$ cat config.mk
export PLATFORM = sky130hd
export DESIGN_NAME = frame_buffer_scheduler
export DESIGN_NICKNAME = d
export VERILOG_FILES = /design/src/rtl/fb_sched_pkg.sv /design/src/rtl/fb_sat_counter.sv /design/src/rtl/frame_buffer_scheduler.sv
export SDC_FILE = /design/constraint.sdc
export NUM_CORES = 1
export LEC_CHECK = 0
export CORE_MARGIN = 2
export CORE_UTILIZATION = 40
export DETAILED_ROUTE_END_ITERATION = 10
export PLACE_DENSITY_LB_ADDON = 0.2
export SYNTH_ARGS = -nofsm -noshare
export SYNTH_HDL_FRONTEND = slang
export SYNTH_SLANG_ARGS = --single-unit
$ cat constraint.sdc
create_clock -name clk_100Mhz -period 1.84 [get_ports clk_100Mhz]
set_input_delay 0.552 -clock clk_100Mhz [delete_from_list [all_inputs] [get_ports clk_100Mhz]]
set_output_delay 0.552 -clock clk_100Mhz [all_outputs]
set_load 0.01 [all_outputs]
$ cat src/rtl/fb_sched_pkg.sv
// Shared encodings and defaults for the triple-buffer frame scheduler.
package fb_sched_pkg;

  typedef enum logic [1:0] {
    IDLE       = 2'd0,
    WAIT_FIRST = 2'd1,
    RUN        = 2'd2
  } fb_state_e;

  localparam logic [1:0] RST_WR_IDX  = 2'd0;
  localparam logic [1:0] RST_RDY_IDX = 2'd1;
  localparam logic [1:0] RST_RD_IDX  = 2'd2;

  localparam logic [31:0] DEF_BASE_ADDR   = 32'h1000_0000;
  localparam logic [31:0] DEF_FRAME_BYTES = 32'h0009_6000;

endpackage

$ cat src/rtl/fb_sat_counter.sv
// Saturating status counter; clear wins over a same-cycle increment.
module fb_sat_counter #(
  parameter int CNT_W = 16
) (
  input  logic             clk,
  input  logic             rst_n,
  input  logic             clr,
  input  logic             inc,
  output logic [CNT_W-1:0] cnt
);

  always_ff @(posedge clk or negedge rst_n) begin
    if (!rst_n)                 cnt <= '0;
    else if (clr)               cnt <= '0;
    else if (inc && cnt != '1)  cnt <= cnt + CNT_W'(1);
  end

endmodule

$ cat src/rtl/frame_buffer_scheduler.sv
// Triple-buffer scheduler: rotates writer/ready/reader buffer indices so the
// reader only ever switches onto a fully written frame.
module frame_buffer_scheduler
  import fb_sched_pkg::*;
#(
  parameter int                ADDR_W      = 32,
  parameter logic [ADDR_W-1:0] BASE_ADDR   = ADDR_W'(DEF_BASE_ADDR),
  parameter logic [ADDR_W-1:0] FRAME_BYTES = ADDR_W'(DEF_FRAME_BYTES),
  parameter int                CNT_W       = 16
) (
  input  logic              clk_100Mhz,
  input  logic              sys_rst_n,
  input  logic              enable,
  input  logic              clr_cnt,
  input  logic              wr_frame_start,
  input  logic              wr_frame_done,
  input  logic              rd_frame_start,
  output logic [ADDR_W-1:0] wr_base_addr,
  output logic [ADDR_W-1:0] rd_base_addr,
  output logic [1:0]        wr_idx,
  output logic [1:0]        rd_idx,
  output logic              rd_valid,
  output logic [1:0]        state,
  output logic [CNT_W-1:0]  dropped_cnt,
  output logic [CNT_W-1:0]  repeat_cnt,
  output logic [CNT_W-1:0]  abort_cnt
);

  // Shift-add only: idx is at most 2, so two conditional adds cover it.
  function automatic logic [ADDR_W-1:0] idx_addr(input logic [1:0] idx);
    logic [ADDR_W-1:0] a;
    a = BASE_ADDR;
    if (idx[0]) a = a + FRAME_BYTES;
    if (idx[1]) a = a + (FRAME_BYTES << 1);
    return a;
  endfunction

  fb_state_e  st_q, st_d;
  logic [1:0] wr_idx_q, rdy_idx_q, rd_idx_q;
  logic [1:0] wr_idx_d, rdy_idx_d, rd_idx_d;
  logic       fresh_q, fresh_d, writing_q, writing_d, rd_valid_q, rd_valid_d;
  logic       trk_en, rd_en, done_q, rd_q;
  logic       drop_inc, rep_inc, abort_inc;

  // FSM: state register
  always_ff @(posedge clk_100Mhz or negedge sys_rst_n) begin
    if (!sys_rst_n) st_q <= IDLE;
    else            st_q <= st_d;
  end

  // FSM: next state
  always_comb begin
    st_d = st_q;
    if (!enable) st_d = IDLE;
    else begin
      case (st_q)
        IDLE:       st_d = WAIT_FIRST;
        WAIT_FIRST: if (done_q) st_d = RUN;
        RUN:        st_d = RUN;
        default:    st_d = IDLE;
      endcase
    end
  end

  // FSM: outputs (event qualification)
  always_comb begin
    trk_en = enable && (st_q != IDLE);
    rd_en  = enable && (st_q == RUN);
    done_q = trk_en && wr_frame_done && writing_q;
    rd_q   = rd_en && rd_frame_start;
  end

  // Index rotation: a completing write is applied before a same-cycle read,
  // so the reader picks up the frame that just finished.
  always_comb begin
    wr_idx_d   = wr_idx_q;
    rdy_idx_d  = rdy_idx_q;
    rd_idx_d   = rd_idx_q;
    fresh_d    = fresh_q;
    writing_d  = writing_q;
    rd_valid_d = rd_valid_q;
    drop_inc   = 1'b0;
    rep_inc    = 1'b0;
    abort_inc  = 1'b0;
    if (!enable) begin
      wr_idx_d   = RST_WR_IDX;
      rdy_idx_d  = RST_RDY_IDX;
      rd_idx_d   = RST_RD_IDX;
      fresh_d    = 1'b0;
      writing_d  = 1'b0;
      rd_valid_d = 1'b0;
    end else begin
      if (done_q) begin
        wr_idx_d   = rdy_idx_q;
        rdy_idx_d  = wr_idx_q;
        writing_d  = 1'b0;
        drop_inc   = fresh_q;
        fresh_d    = 1'b1;
        rd_valid_d = 1'b1;
      end
      if (rd_q) begin
        if (fresh_d) begin
          rd_idx_d  = rdy_idx_d;
          rdy_idx_d = rd_idx_q;
          fresh_d   = 1'b0;
        end else begin
          rep_inc = 1'b1;
        end
      end
      if (trk_en && wr_frame_start) begin
        abort_inc = writing_d;
        writing_d = 1'b1;
      end
    end
  end

  always_ff @(posedge clk_100Mhz or negedge sys_rst_n) begin
    if (!sys_rst_n) begin
      wr_idx_q     <= RST_WR_IDX;
      rdy_idx_q    <= RST_RDY_IDX;
      rd_idx_q     <= RST_RD_IDX;
      fresh_q      <= 1'b0;
      writing_q    <= 1'b0;
      rd_valid_q   <= 1'b0;
      wr_base_addr <= idx_addr(RST_WR_IDX);
      rd_base_addr <= idx_addr(RST_RD_IDX);
    end else begin
      wr_idx_q     <= wr_idx_d;
      rdy_idx_q    <= rdy_idx_d;
      rd_idx_q     <= rd_idx_d;
      fresh_q      <= fresh_d;
      writing_q    <= writing_d;
      rd_valid_q   <= rd_valid_d;
      // Addresses trail the indices by one cycle to keep the adders off the index path.
      wr_base_addr <= idx_addr(wr_idx_q);
      rd_base_addr <= idx_addr(rd_idx_q);
    end
  end

  assign wr_idx   = wr_idx_q;
  assign rd_idx   = rd_idx_q;
  assign rd_valid = rd_valid_q;
  assign state    = st_q;

  fb_sat_counter #(.CNT_W(CNT_W)) u_drop_cnt (
    .clk(clk_100Mhz), .rst_n(sys_rst_n), .clr(clr_cnt), .inc(drop_inc),  .cnt(dropped_cnt)
  );
  fb_sat_counter #(.CNT_W(CNT_W)) u_rep_cnt (
    .clk(clk_100Mhz), .rst_n(sys_rst_n), .clr(clr_cnt), .inc(rep_inc),   .cnt(repeat_cnt)
  );
  fb_sat_counter #(.CNT_W(CNT_W)) u_abort_cnt (
    .clk(clk_100Mhz), .rst_n(sys_rst_n), .clr(clr_cnt), .inc(abort_inc), .cnt(abort_cnt)
  );

endmodule

### Yosys cells after proc, flatten, opt, wreduce, memory -nomap -nowiden

Cells that the tools add are included.

| word-level totals | value |
|---|---|
| register bits after elaboration | 123 |
| output and inout port bits | 119 |

| cells by class | value |
|---|---|
| reduce and logical (&&, ||, !) cells | 15 |
| mux-type cells | 38 |
| add/subtract/negate cells | 5 |
| equality and inequality tests | 9 |

Operators by type and width:

| cell | count |
|---|---|
| 16-bit 2-to-1 mux | 6 |
| 32-bit by 21-bit adder with 32-bit output (second input constant) | 2 |
| 32-bit 2-to-1 mux | 2 |
| 16-bit by 1-bit adder with 16-bit output (second input constant) | 3 |
| 16-bit != test (second input constant) | 3 |
| 20-bit 2-to-1 mux | 2 |
| 2-bit 2-to-1 mux | 11 |
| 1-bit 2-to-1 mux | 16 |
| 1-bit logical AND | 9 |
| 2-bit nonzero test | 4 |
| 2-bit by 1-bit != test with 1-bit output (second input constant) | 3 |
| 2-bit one-hot mux with 3 select lines | 1 |
| 3-bit != test (second input constant) | 1 |
| 2-bit by 1-bit == test with 1-bit output (second input constant) | 1 |
| 2-bit == test (second input constant) | 1 |
| 2-bit zero test | 1 |
| 2-bit AND reduction | 1 |

### Longest topological paths before layout

| logic depth | value |
|---|---|
| word-level depth | 12 |
| gate-level depth with buffers | 8 |
| mapped depth without buffers | 7 |

### Hierarchy

From an unflattened synthesis, not the netlist that was laid out.

| unflattened totals | value |
|---|---|
| cells, all modules | 429 |
| area, all modules | 4229.1 sq um |

Modules (own cells, without submodules):

| module | instances | cells an instance | area each (sq um) |
|---|---|---|---|
| fb_sat_counter | 3 | 98 | 942.2 |
| frame_buffer_scheduler | 1 | 135 | 1402.6 |

### Worst setup path before layout

Ideal clock, no wire load.

| path | value |
|---|---|
| path type | register to register |
| from | reg u_rep_cnt.cnt[0] |
| to | reg u_rep_cnt.cnt[13] |
| arrival | 1.803 ns |
| buffers on the path | 0 |
| library setup time | 0.127 ns |
| path slack | -0.090 ns |
| cell stages (with the launch flop) | 7 |
| cell sequence | dfrtp_1 > ha_1 > nand4_2 > nor4_4 > nor3_2 > nand3_2 > mux2_1 |

| between the ends | value |
|---|---|
| word-level cells in the longest chain between the ends | 3 |

Ends and longest elaborated chain:

| element | RTL line | RTL |
|---|---|---|
| start: declaration | fb_sat_counter.sv:9 | `output logic [CNT_W-1:0] cnt` |
| start signal: assignment | fb_sat_counter.sv:15 | `else if (inc && cnt != '1) cnt <= cnt + CNT_W'(1);` |
| 16-bit by 1-bit adder with 16-bit output or 16-bit != test (tied branches) | fb_sat_counter.sv:15 |  |
| 16-bit 2-to-1 mux or 1-bit logical AND (tied branches) | fb_sat_counter.sv:15 |  |
| 16-bit 2-to-1 mux or 2-bit nonzero test (tied branches) | - |  |

Parallel ways exist; a longest one is shown, timed or not. The select of a mux whose other input is x is not followed.
A chain may end at the register's enable or synchronous reset.

### Final worst setup path

| path | value |
|---|---|
| from | reg u_rep_cnt.cnt[1] |
| to | reg u_rep_cnt.cnt[13] |

Same word-level chain as after synthesis.

==> reports/qor.yml <==
run_status:
  outcome: "finished, final reports clean"
detailed_routing:
  via_per_inst: 4.72
  first_pass_iters: 4
  vias: 3264
  drt_iter0_drc: 94
  drc_errors: 0
  wl_mm: 9.16
  wl_per_cell_um: 13.3
  ant_nets: 0
cts:
  clockRootBuffer: "clkbuf_8"
  cts_tree: "built"
  clock_path_buffers: 2
  clkSlewWorstSetupHoldPaths_ns: 0.08
  hold_buffers: 0
  clock_latency_ns: 0.34
  numCtsBuffers: 9
  htreeDepth: 3
  cts_sinks: 71
cells_and_area:
  fin_cells: 691
  fin_util_pct: 59.2
  num-nets-final: 573
  n_antenna_cell: 0
  drive_above_1_share_pct: 29.2
  area_growth_syn_to_layout_pct: 43.1
worst_setup_path:
  critPathLaunchType: "register"
  required_ns: 2.06
  crit_chain: "buf_4, ha_4, nand4_4, nor4_4, buf_4, nor3_4, nand3_2, mux2_4"
  crit_path_end_kind: "register"
  cp_num_buf_inv: 2
  timing_worst_setup_path_type: "register to register"
  critPathSlowestCell: "dfrtp_1"
  max_stage_delay_ns: 0.37
  cp_max_fo: 4
  cp_common_cell: "buf_4"
  worstPathArrival_ns: 2.06
  cp_top_family: "simple AND/OR/NAND/NOR gates"
floorplanning:
  core-area_mm2: 0.00977
  io_pins: 126
  start_util_pct: 41.3
  core.rowCount: 36
  die_w_um: 105
  die_area_mm2: 0.0109
  dieHeight_um: 105
yosys:
  syn_area_per_cell_um2: 9.90
  ys_seq_area_share_pct: 44.1
  synthDistinctLibCells: 54
  synthArstFlopShare_pct: 100
  netlist_area_mm2: 0.00404
  syn_inst: 408
  synth_seq_cells: 71
  ys.flop_type: "dfrtp_1"
  synth-edff-count: 0
  yosys_warnings: 0
global_routing:
  antenna_found_initial: 1
  grt_pass1_wl_mm: 15.0
  grt_pass1_vias: 3238
  use_met3_pct: 3.32
  track_usage_pct: 16.7
  grt-busiest-layer: "met2"
  grtUsageMet1_pct: 20.7
  grt_max_degree: 72
  globalRouteMet2Util_pct: 28.1
  overflow: 0
timing:
  setup_tns_ns: 0
  min_period_ns: 1.84
  hold_viol: 0
  finalCritPeriodShare_pct: 100
  rsz0062_at_grt: "true"
  fmax_mhz: 544
  setup_viol: 0
  fin_worst_skew_ns: 0.00994
  slew_violations: 0
  whs_ns: 0.234
power:
  power.total_mw: 3.65
  ir_worst_vdd_uv: 431
  p_leak_nw: 2.83
  powerDensity_mw_per_mm2: 632
placed_design:
  gp_congestion: 0.852
  io_buffer_count: 77
  dp_cells: 643
  hpwl_mm: 6.16
hold_path:
  min_path_type: "input port to async pin"
job:
  drv_cap: 0
synth_stat cells, types with 3 or more instances:
cell type	count	area (µm²)
buf_4	54	405
and4_1	3	26.3
a21boi_0	3	22.5
nand3b_1	4	30.0
ha_1	13	163
dfrtp_1	66	1650
a211oi_1	4	30.0
nor3_1	14	70.1
nand2_1	27	101
a21oi_1	7	35.0
inv_1	12	45.0
xor2_1	6	52.6
nor2_1	50	188
nor4_1	9	56.3
o21ai_0	5	25.0
nand4_2	4	50.1
nand3_1	20	100
nand4_1	10	62.6
and3_1	5	31.3
xnor2_1	35	307
clkbuf_1	8	30.0
dfstp_2	5	131
placed cells by master (no fill, tap or decap), drive strengths merged, types with 3 or more instances in the layout:
master	Yosys	final
a211oi	4	4
a21boi	3	3
a21oi	7	7
and2	3	3
and3	5	5
and4	3	3
buf	55	76
clkbuf	8	11
clkdlybuf4s50	0	32
conb	2	48
dfrtp	66	66
dfstp	5	5
dlygate4sd2	0	32
dlymetal6s2s	0	10
ha	13	13
inv	12	12
nand2	27	27
nand3	22	22
nand3b	4	4
nand4	16	16
nor2	51	51
nor3	15	15
nor4	13	13
nor4b	3	3
o21ai	6	6
or2	4	4
xnor2	35	35
xor2	6	6
state kept, by name, summed over array words and instances, names as in the netlist:
name	cells
wr_base_addr	6
state	2
u_rep_cnt.cnt	16
rd_valid	1
u_drop_cnt.cnt	16
rd_idx	2
u_abort_cnt.cnt	16
rdy_idx_q	2
fresh_q	1
rd_base_addr	6
wr_idx	2
writing_q	1
power by group:
group / internal [mW] / switching [mW] / total (mW) / leakage [nW]
clock network: 0.835 / 0.590 / 1.43 / 0.112
registers: 1.60 / 0.0321 / 1.64 / 0.952
logic: 0.277 / 0.312 / 0.589 / 1.77
total: 2.72 / 0.935 / 3.65 / 2.83
logic make-up (layout without fill, tap and decap cells):
family	after synthesis	count (layout)	synth area share (%)
other	2	48	0.186
buffers and inverters	75	179	12.0
adders and majority gates	13	13	4.03
and+or+nand+nor	176	176	25.4
muxes	4	4	1.15
xor gates and xnor gates	41	41	8.89
AOI/OAI and AO/OA	26	26	4.21
DFF	71	71	44.1
final cells by class:
type                       count  area (µm²)
timing repair buffer         151        1330
clock buffer                  11         151
sequential                    71        1800
fill                         854        3990
tap                          133         166
multi-input combinational    308        2210
inverter                      12        45.0
clock inverter                 5        80.1
final timing paths:
check / from / to / cells past startpoint / slack (ns)
hold reg to reg: rdy_idx_q[1] / wr_idx[1] / 2 / 0.47
setup reg to reg: u_rep_cnt.cnt[1] / u_rep_cnt.cnt[13] / 8 / 0.0008
hold / removal: sys_rst_n / u_abort_cnt.cnt[14] / 2 / 0.23
min in group clk_100Mhz: clr_cnt / u_rep_cnt.cnt[9] / 2 / 0.47
max in group asynchronous: sys_rst_n / rdy_idx_q[0] / 2 / 1.26
setup / recovery: u_rep_cnt.cnt[1] / u_rep_cnt.cnt[13] / 8 / 0.0008
repair_timing:
action                     CTS  global route
setup buffers               26             5
pin swaps                    8            11
gates resized for setup     57            44
gates cloned                 0             1
setup endpoints to repair   87            47
routing by layer:
metal,part of all wire [%],wire length [µm],vias up
met5,0.12,11,-
met4,1.9,175,2
met3,4.5,414,19
met2,51,4630,81
met1,43,3930,1578
li1,-,-,1584
stage by stage:
| step | instance area, µm² | setup WS, ns |
|---|---|---|
| global route | 5780 | -0.0743 |
| detailed placement | 5080 | -0.545 |
| global placement | 5080 | -0.504 |
| finish | 5780 | 0.000805 |
| floorplan | 4270 | -0.0464 |
| CTS | 5540 | 0.00331 |
Note: power is estimated with default switching activity, not from simulation.
